`src/rtl/csa_seq_adder.sv`:
```
// rtl/csa_seq_adder.sv - sequential W-bit adder reusing one 16-bit carry-select slice
// One slice per ADD cycle; result registers update only on entry to DONE.

module csa (
  input  logic [15:0] a,
  input  logic [15:0] b,
  input  logic        carry_in,
  output logic [15:0] sum,
  output logic        carry_out
);
  logic [8:0] lo;
  logic [8:0] hi0;
  logic [8:0] hi1;

  // Upper byte is precomputed for both incoming carries and selected by the low carry.
  assign lo  = {1'b0, a[7:0]} + {1'b0, b[7:0]} + {8'b0, carry_in};
  assign hi0 = {1'b0, a[15:8]} + {1'b0, b[15:8]};
  assign hi1 = {1'b0, a[15:8]} + {1'b0, b[15:8]} + 9'd1;

  assign sum[7:0]             = lo[7:0];
  assign {carry_out, sum[15:8]} = lo[8] ? hi1 : hi0;
endmodule

module csa_seq_adder #(
  parameter int NUM_WORDS = 4
) (
  input  logic                      clk,
  input  logic                      rst,
  input  logic                      start,
  input  logic [16*NUM_WORDS-1:0]   a,
  input  logic [16*NUM_WORDS-1:0]   b,
  input  logic                      carry_in,
  output logic                      ready,
  output logic                      busy,
  output logic                      done,
  output logic [16*NUM_WORDS-1:0]   sum,
  output logic                      carry_out,
  output logic                      overflow
);
  localparam int IW = (NUM_WORDS > 1) ? $clog2(NUM_WORDS) : 1;
  localparam logic [IW-1:0] LAST = IW'(NUM_WORDS - 1);

  typedef enum logic [1:0] {IDLE, ADD, DONE} state_t;

  state_t                          state_q, state_d;
  logic [IW-1:0]                   idx_q, idx_d;
  logic                            carry_q, carry_d;
  logic [NUM_WORDS-1:0][15:0]      a_q, a_d, b_q, b_d, acc_q, acc_d, sum_q, sum_d;
  logic                            cout_q, cout_d, ovf_q, ovf_d;
  logic [15:0]                     slice_sum;
  logic                            slice_cout;

  csa u_csa (
    .a         (a_q[idx_q]),
    .b         (b_q[idx_q]),
    .carry_in  (carry_q),
    .sum       (slice_sum),
    .carry_out (slice_cout)
  );

  always_comb begin
    state_d = state_q;
    idx_d   = idx_q;
    carry_d = carry_q;
    a_d     = a_q;
    b_d     = b_q;
    acc_d   = acc_q;
    sum_d   = sum_q;
    cout_d  = cout_q;
    ovf_d   = ovf_q;
    case (state_q)
      IDLE: begin
        if (start) begin
          a_d     = a;
          b_d     = b;
          carry_d = carry_in;
          idx_d   = '0;
          state_d = ADD;
        end
      end
      ADD: begin
        acc_d[idx_q] = slice_sum;
        carry_d      = slice_cout;
        idx_d        = idx_q + 1'b1;
        if (idx_q == LAST) begin
          state_d = DONE;
          sum_d   = acc_d;
          cout_d  = slice_cout;
          ovf_d   = (a_q[NUM_WORDS-1][15] == b_q[NUM_WORDS-1][15]) &&
                    (acc_d[NUM_WORDS-1][15] != a_q[NUM_WORDS-1][15]);
        end
      end
      DONE:    state_d = IDLE;
      default: state_d = IDLE;
    endcase
  end

  always_ff @(posedge clk) begin
    if (rst) begin
      state_q <= IDLE;
      idx_q   <= '0;
      carry_q <= 1'b0;
      a_q     <= '0;
      b_q     <= '0;
      acc_q   <= '0;
      sum_q   <= '0;
      cout_q  <= 1'b0;
      ovf_q   <= 1'b0;
    end else begin
      state_q <= state_d;
      idx_q   <= idx_d;
      carry_q <= carry_d;
      a_q     <= a_d;
      b_q     <= b_d;
      acc_q   <= acc_d;
      sum_q   <= sum_d;
      cout_q  <= cout_d;
      ovf_q   <= ovf_d;
    end
  end

  assign ready     = (state_q == IDLE);
  assign busy      = (state_q == ADD) || (state_q == DONE);
  assign done      = (state_q == DONE);
  assign sum       = sum_q;
  assign carry_out = cout_q;
  assign overflow  = ovf_q;
endmodule

```
`config.mk`:
```
export PLATFORM = sky130hd
export DESIGN_NAME = csa_seq_adder
export DESIGN_NICKNAME = d
export VERILOG_FILES = /design/src/rtl/csa_seq_adder.sv
export SDC_FILE = /design/constraint.sdc
export NUM_CORES = 1
export LEC_CHECK = 0
export ABC_AREA = 0
export CORE_ASPECT_RATIO = 0.8
export CORE_MARGIN = 2
export CORE_UTILIZATION = 35
export CTS_CLUSTER_DIAMETER = 200
export DETAILED_ROUTE_END_ITERATION = 12
export MAX_ROUTING_LAYER = met4
export SETUP_SLACK_MARGIN = 0.02
export SYNTH_ARGS = -nofsm -noshare
export SYNTH_HDL_FRONTEND = slang
export SYNTH_SLANG_ARGS = --single-unit
```
`constraint.sdc`:
```
create_clock -name clk -period 4.1 [get_ports clk]
set_clock_uncertainty 0.1 [all_clocks]
set_input_delay 0.41 -clock clk [delete_from_list [all_inputs] [get_ports clk]]
set_output_delay 0.41 -clock clk [all_outputs]
set_load 0.02 [all_outputs]
```
## Yosys cells after proc, flatten, opt, wreduce, memory -nomap -nowiden

Index checks and enable logic that the tools add are counted.

- Memories: 0
- Bits in writable memories: 0
- Latch bits: 0
- Output and inout bits: 69
- Bits in registers: 263
- ROM bits: 0

- Bitwise gates (word level): 0
- $add $sub $neg: 5
- Div/mod/pow operators: 0
- Multiplexer cells: 15
- Magnitude comparators: 2
- Reduce and logical (&&, ||, !) cells: 9
- Shift operators: 0
- Eq/ne operators: 7
- Multiply operators: 0

Operator list:

| operator | count |
|---|---|
| $bmux W16 S2 | 2 |
| $bwmux W64 | 1 |
| $mux W16 | 3 |
| $demux W16 S2 | 1 |
| $add A8 B8 Y9 | 2 |
| $add A9 B1 Y9 | 1 |
| $add A9 B1 Y9 const B | 1 |
| $mux W9 | 1 |
| $pmux W2 S2 | 2 |
| $reduce_and A2 Y1 | 4 |
| $mux W2 | 3 |
| $eq A2 B2 Y1 const B | 2 |
| $ne A2 B2 Y1 const B | 2 |
| $lt A2 B3 Y1 const B | 1 |
| $add A2 B1 Y2 const B | 1 |
| $eq A2 B1 Y1 const B | 1 |
| $ge A2 B1 Y1 const B | 1 |
| $logic_and A1 B1 Y1 | 2 |
| $logic_not A2 Y1 | 1 |
| $pmux W1 S2 | 1 |
| $reduce_bool A2 Y1 | 1 |
| $eq A1 B1 Y1 | 1 |
| $logic_or A1 B1 Y1 | 1 |
| $mux W1 | 1 |
| $ne A1 B1 Y1 | 1 |

## Logic depth before layout (Yosys ltp)

- Depth after elaboration: 8
- Depth in mapped cells: 13

## By module

From an unflattened synthesis, not the netlist that was laid out.

- Cells, all modules: 1239
- Area total of the unflattened synthesis: 10837.9 um2

Modules (own cells, without submodules):

| module | times used | area an instance (um2) | cells an instance |
|---|---|---|---|
| csa_seq_adder | 1 | 10038.4 | 1145 |
| csa | 1 | 799.5 | 94 |

## Least setup slack after synthesis

OpenSTA, ideal clock, no wires.

- Path kind: register to register
- Start: register idx_q[0]
- End: register ovf_q, in the netlist overflow
- Period minus slack after synthesis: 4.275 ns
- Arrival: 4.046 ns
- Slack: -0.175 ns
- Setup time: 0.129 ns
- Buffers on the path: 2
- Cell stages (with the launch flop): 13
- Cells stage by stage: dfxtp_1 -> clkbuf_1 -> buf_1 -> mux4_2 -> ha_1 -> fa_1 -> a211oi_2 -> o21ai_0 -> a221o_1 -> nor4_4 -> xor2_2 -> mux2i_1 -> a21oi_1

- Word-level cells in the longest chain between the ends: 8
- Elaborated cells between the ends (all ways): 19
- Classes of those cells: add/sub (4); order compare (2); eq/ne (2); mux (8); reduce/logical (3)

Ends and longest elaborated chain:

| element | line | text |
|---|---|---|
| from (decl) | 46 | `logic [IW-1:0] idx_q, idx_d;` |
| from (signal assigned) | 111 | `idx_q <= idx_d;` |
| $bmux W16 S2, on equally long branches | 54, 55 |  |
| $mux W16, on equally long branches | 54, 55 |  |
| $add A8 B8 Y9, on equally long branches | 17, 18, 16 |  |
| $add A9 B1 Y9, on equally long branches | 18, 16 |  |
| $mux W9 | 21 | `assign {carry_out, sum[15:8]} = lo[8] ? hi1 : hi0;` |
| $bwmux W64 | 82 | `acc_d[idx_q] = slice_sum;` |
| $ne A1 B1 Y1 | 90 | `(acc_d[NUM_WORDS-1][15] != a_q[NUM_WORDS-1][15]);` |
| $logic_and A1 B1 Y1 | 89 | `ovf_d = (a_q[NUM_WORDS-1][15] == b_q[NUM_WORDS-1][15]) &&` |
| to (signal assigned) | 118 | `ovf_q <= ovf_d;` |
| to (decl) | 49 | `logic cout_q, cout_d, ovf_q, ovf_d;` |

Several ways; a longest one is shown, not always the timed one. The select of a mux whose other input is x is not followed.
A chain may end at the register's enable or synchronous reset.

## Worst setup path in the final report

Same ends and word-level chain as after synthesis.

==> reports/results.txt <==
status - finished clean
Seq pwr share - 43.8%
Crit-path slowest cell - mux4_2
hold endpoint - acc_q[5]
Fillers - 2,860
max-slew violations - 0
Iter 0 DRT Violations - 648
Die Ht - 160 microns
r2r setup slk - 0.23 ns
total power - 5870 uW
final RePlAce weighted congestion - 0.887
root buf cell - clkbuf_16
hold_ws - 0.299 ns
Net Count, Synth - 1,402
leading area contributor after synthesis - dfxtp_1
met3 GRT Util - 2.94%
setup tns final - 0 ns
yosys warns - 0
CTS tree - yes
I/O Pins - 201
worst hold path class - primary input to flip-flop
placed cell count - 1,774
initial core utilization - 35.9%
Critical R2R Capture - overflow
crit end category - flip-flop
critical-path cell list - buf_4, mux4_2, fa_1, a211oi_2, o21ai_0, a221o_1, nor4_4, xor2_4, mux2i_1, a21oi_1
period utilization - 94.4%
Top Usage Layer GRT - met2
share of the synthesized area in the top cell type - 46.7%
post-synthesis sequential area ratio - 46.7%
total number of vias - 9,112
clock share of power - 42.1%
first-pass GRT wire length - 49.2 mm
WL/cell - 17.1 microns
Cell variety after synth - 47
Skew-Pair Late Insertion Delay - 0.53 ns
top_reg_cell synth - dfxtp_1
Worst-Margin Slew - 0.947 ns
met1 Use GR - 29.1%
worst hold stages - 2
Period minus WS final - 3.87 ns
Worst Hold Launch - rst
Final setup viols - 0
FF+latch count, synth - 247
maximum VDD drop - 296 uV
Cell Count, Final, Fillers Out - 1,818
Critical Path Fanout Max - 8
Area Growth Syn to Fin - 31.2%
IO buf count - 200
CP bufs+invs - 1
Post-synth EDFFs - 0
Slew headroom - 36.7%
unrepaired setup endpoints after global routing - false
pwr dens - 423 nW/um^2
clock sinks - 247
cell family with most CP delay - compound AO/OA/AOI/OAI gates
share of layout cells above drive strength 1 - 7.44%
max-cap viol count - 0
largest net degree at the start of global routing - 122
Antenna Nets Post-Route - 0
Die W - 198 microns
GRT Overall Usage - 20.1%
Worst R2R Start - idx_q[0]
Crit path largest cell delay - 0.60 ns
static leakage - 0.00503 uW
most frequent cell after synthesis - nand2_1
path depth of the worst reg2reg path - 10
Critical Path RT - 4.37 ns
final WL - 31.2 mm
largest cells by area after synthesis - dfxtp_1 47%, nand2_1 12%, a21oi_1 10%, mux4_2 6.8%, a211oi_1 3.3%
internal power - 4380 uW
area of the core - 29,500 sq um
Crit Path Class - flip-flop to flip-flop
num rows - 56
critical path arrival - 4.14 ns
Avg Cell Area, Syn - 8.50 sq um
# hold bufs at CTS - 0
initial antenna violation count - 0
GR Util met2 - 30.0%
DRC - 0
post_cts resized - 0
first-pass iteration count of the detailed router - 4
Comb power frac - 14.1%
die area - 31,600 sq um
GRT overflow - 0
Clock Path Buffers - 3
via-per-instance ratio - 5.01
Post-synth ARST share - 0%
vias in the first global route - 8,776
Final nets - 1,554
postcts setup bufs - 0
Switching Share - 25.4%
antenna cells - 0
Cells after Synth - 1,244
Net Sw Power - 1490 uW
cell area after synthesis - 10,600 sq um
top cells by count, synth - 332 x nand2_1, 247 x dfxtp_1, 211 x a21oi_1
dpl hpwl - 22.2 mm
CTS buffer count - 26
Max Freq - 258 MHz
critical path launch point type - flip-flop
H-tree Lvls - 1
Clock transition at path regs - 0.06 ns
Final Hold Viols - 0
==> worst reg2reg max path, cell delays in order, from the launching register on <==
cell and delay, ns:
dfxtp_2 0.42, buf_4 0.21, mux4_2 0.60, fa_1 0.47
a211oi_2 0.28, o21ai_0 0.17, a221o_1 0.42, nor4_4 0.41
xor2_4 0.33, mux2i_1 0.22, a21oi_1 0.08
==> power groups by stage <==
stage	Clock (uW)	Combinational, uW	Sequential, uW
after floorplan	0	496	2590
after global placement	0	806	2620
after detailed placement	0	816	2620
after CTS	2510	819	2570
after global routing	2610	906	2580
final	2470	827	2570
==> layer usage <==
layer  vias up  wire length (microns)
met5         -                      0
met4         0                    428
met3        31                   1730
met2       239                  13600
met1      4278                  15400
li1       4564                      -
==> cell families (layout without fill, tap and decap cells) <==
logic type,after synthesis,after routing,share of synthesized area (%)
xor gates and xnor gates,17,17,1.48
adders and majority gates,26,26,3.29
and+or+nand+nor,452,452,17.1
AOI/OAI and AO/OA,330,330,17.8
DFF,247,247,46.7
buffers and inverters,110,278,3.90
muxes,62,62,9.65
==> worst max-delay path by stage <==
stage / from / endpoint / slack, ns / depth (start not counted)
5_1_grt: idx_q[0] / overflow / 0.03 / 10
4_1_cts: idx_q[0] / overflow / 0.19 / 10
6_report: idx_q[0] / overflow / 0.23 / 10
3_3_place_gp: idx_q[0] / overflow / 0.31 / 10
2_1_floorplan: idx_q[0] / overflow / 0.08 / 12
3_5_place_dp: idx_q[0] / overflow / 0.23 / 10
==> stage by stage <==
stage	utilization, %	setup WS [ns]	area (sq um)
3_3_place_gp	43.9	0.311	13000
6_report	47.1	0.229	13900
5_1_grt	47.1	0.0267	13900
4_1_cts	46.9	0.189	13800
3_5_place_dp	43.9	0.228	13000
2_1_floorplan	-	0.0773	10600
==> registers in the layout, indices dropped and copies added, names as in the netlist <==
signal,flops
sum,64
carry_q,1
carry_out,1
idx_q,2
state_q,2
overflow,1
b_q,64
acc_q,48
a_q,64
==> final cells by class <==
| type | instances | area [sq um] | area share (%) |
|---|---|---|---|
| Timing Repair Buffer | 222 | 2220 | 16.0 |
| Multi-Input combinational cell | 887 | 5280 | 38.0 |
| Sequential cell | 247 | 4950 | 35.6 |
| Inverter | 12 | 45.0 | 0.324 |
| Clock buffer | 37 | 753 | 5.42 |
| Tap cell | 406 | 508 | 3.66 |
| Clock inverter | 7 | 138 | 0.991 |
==> cells in the final DEF, fill, tap and decap left out, types with 12 or more instances in the layout <==
| cell type | count |
|---|---|
| nand2_1 | 331 |
| dfxtp_1 | 245 |
| a21oi_1 | 211 |
| clkdlybuf4s50_1 | 199 |
| nor2_1 | 80 |
| a211oi_1 | 47 |
| mux4_2 | 32 |
| o21ai_0 | 31 |
| mux2i_1 | 30 |
| clkbuf_16 | 27 |
| ha_1 | 23 |
| buf_4 | 18 |
| inv_1 | 12 |
(Power assumes the default switching activity.)
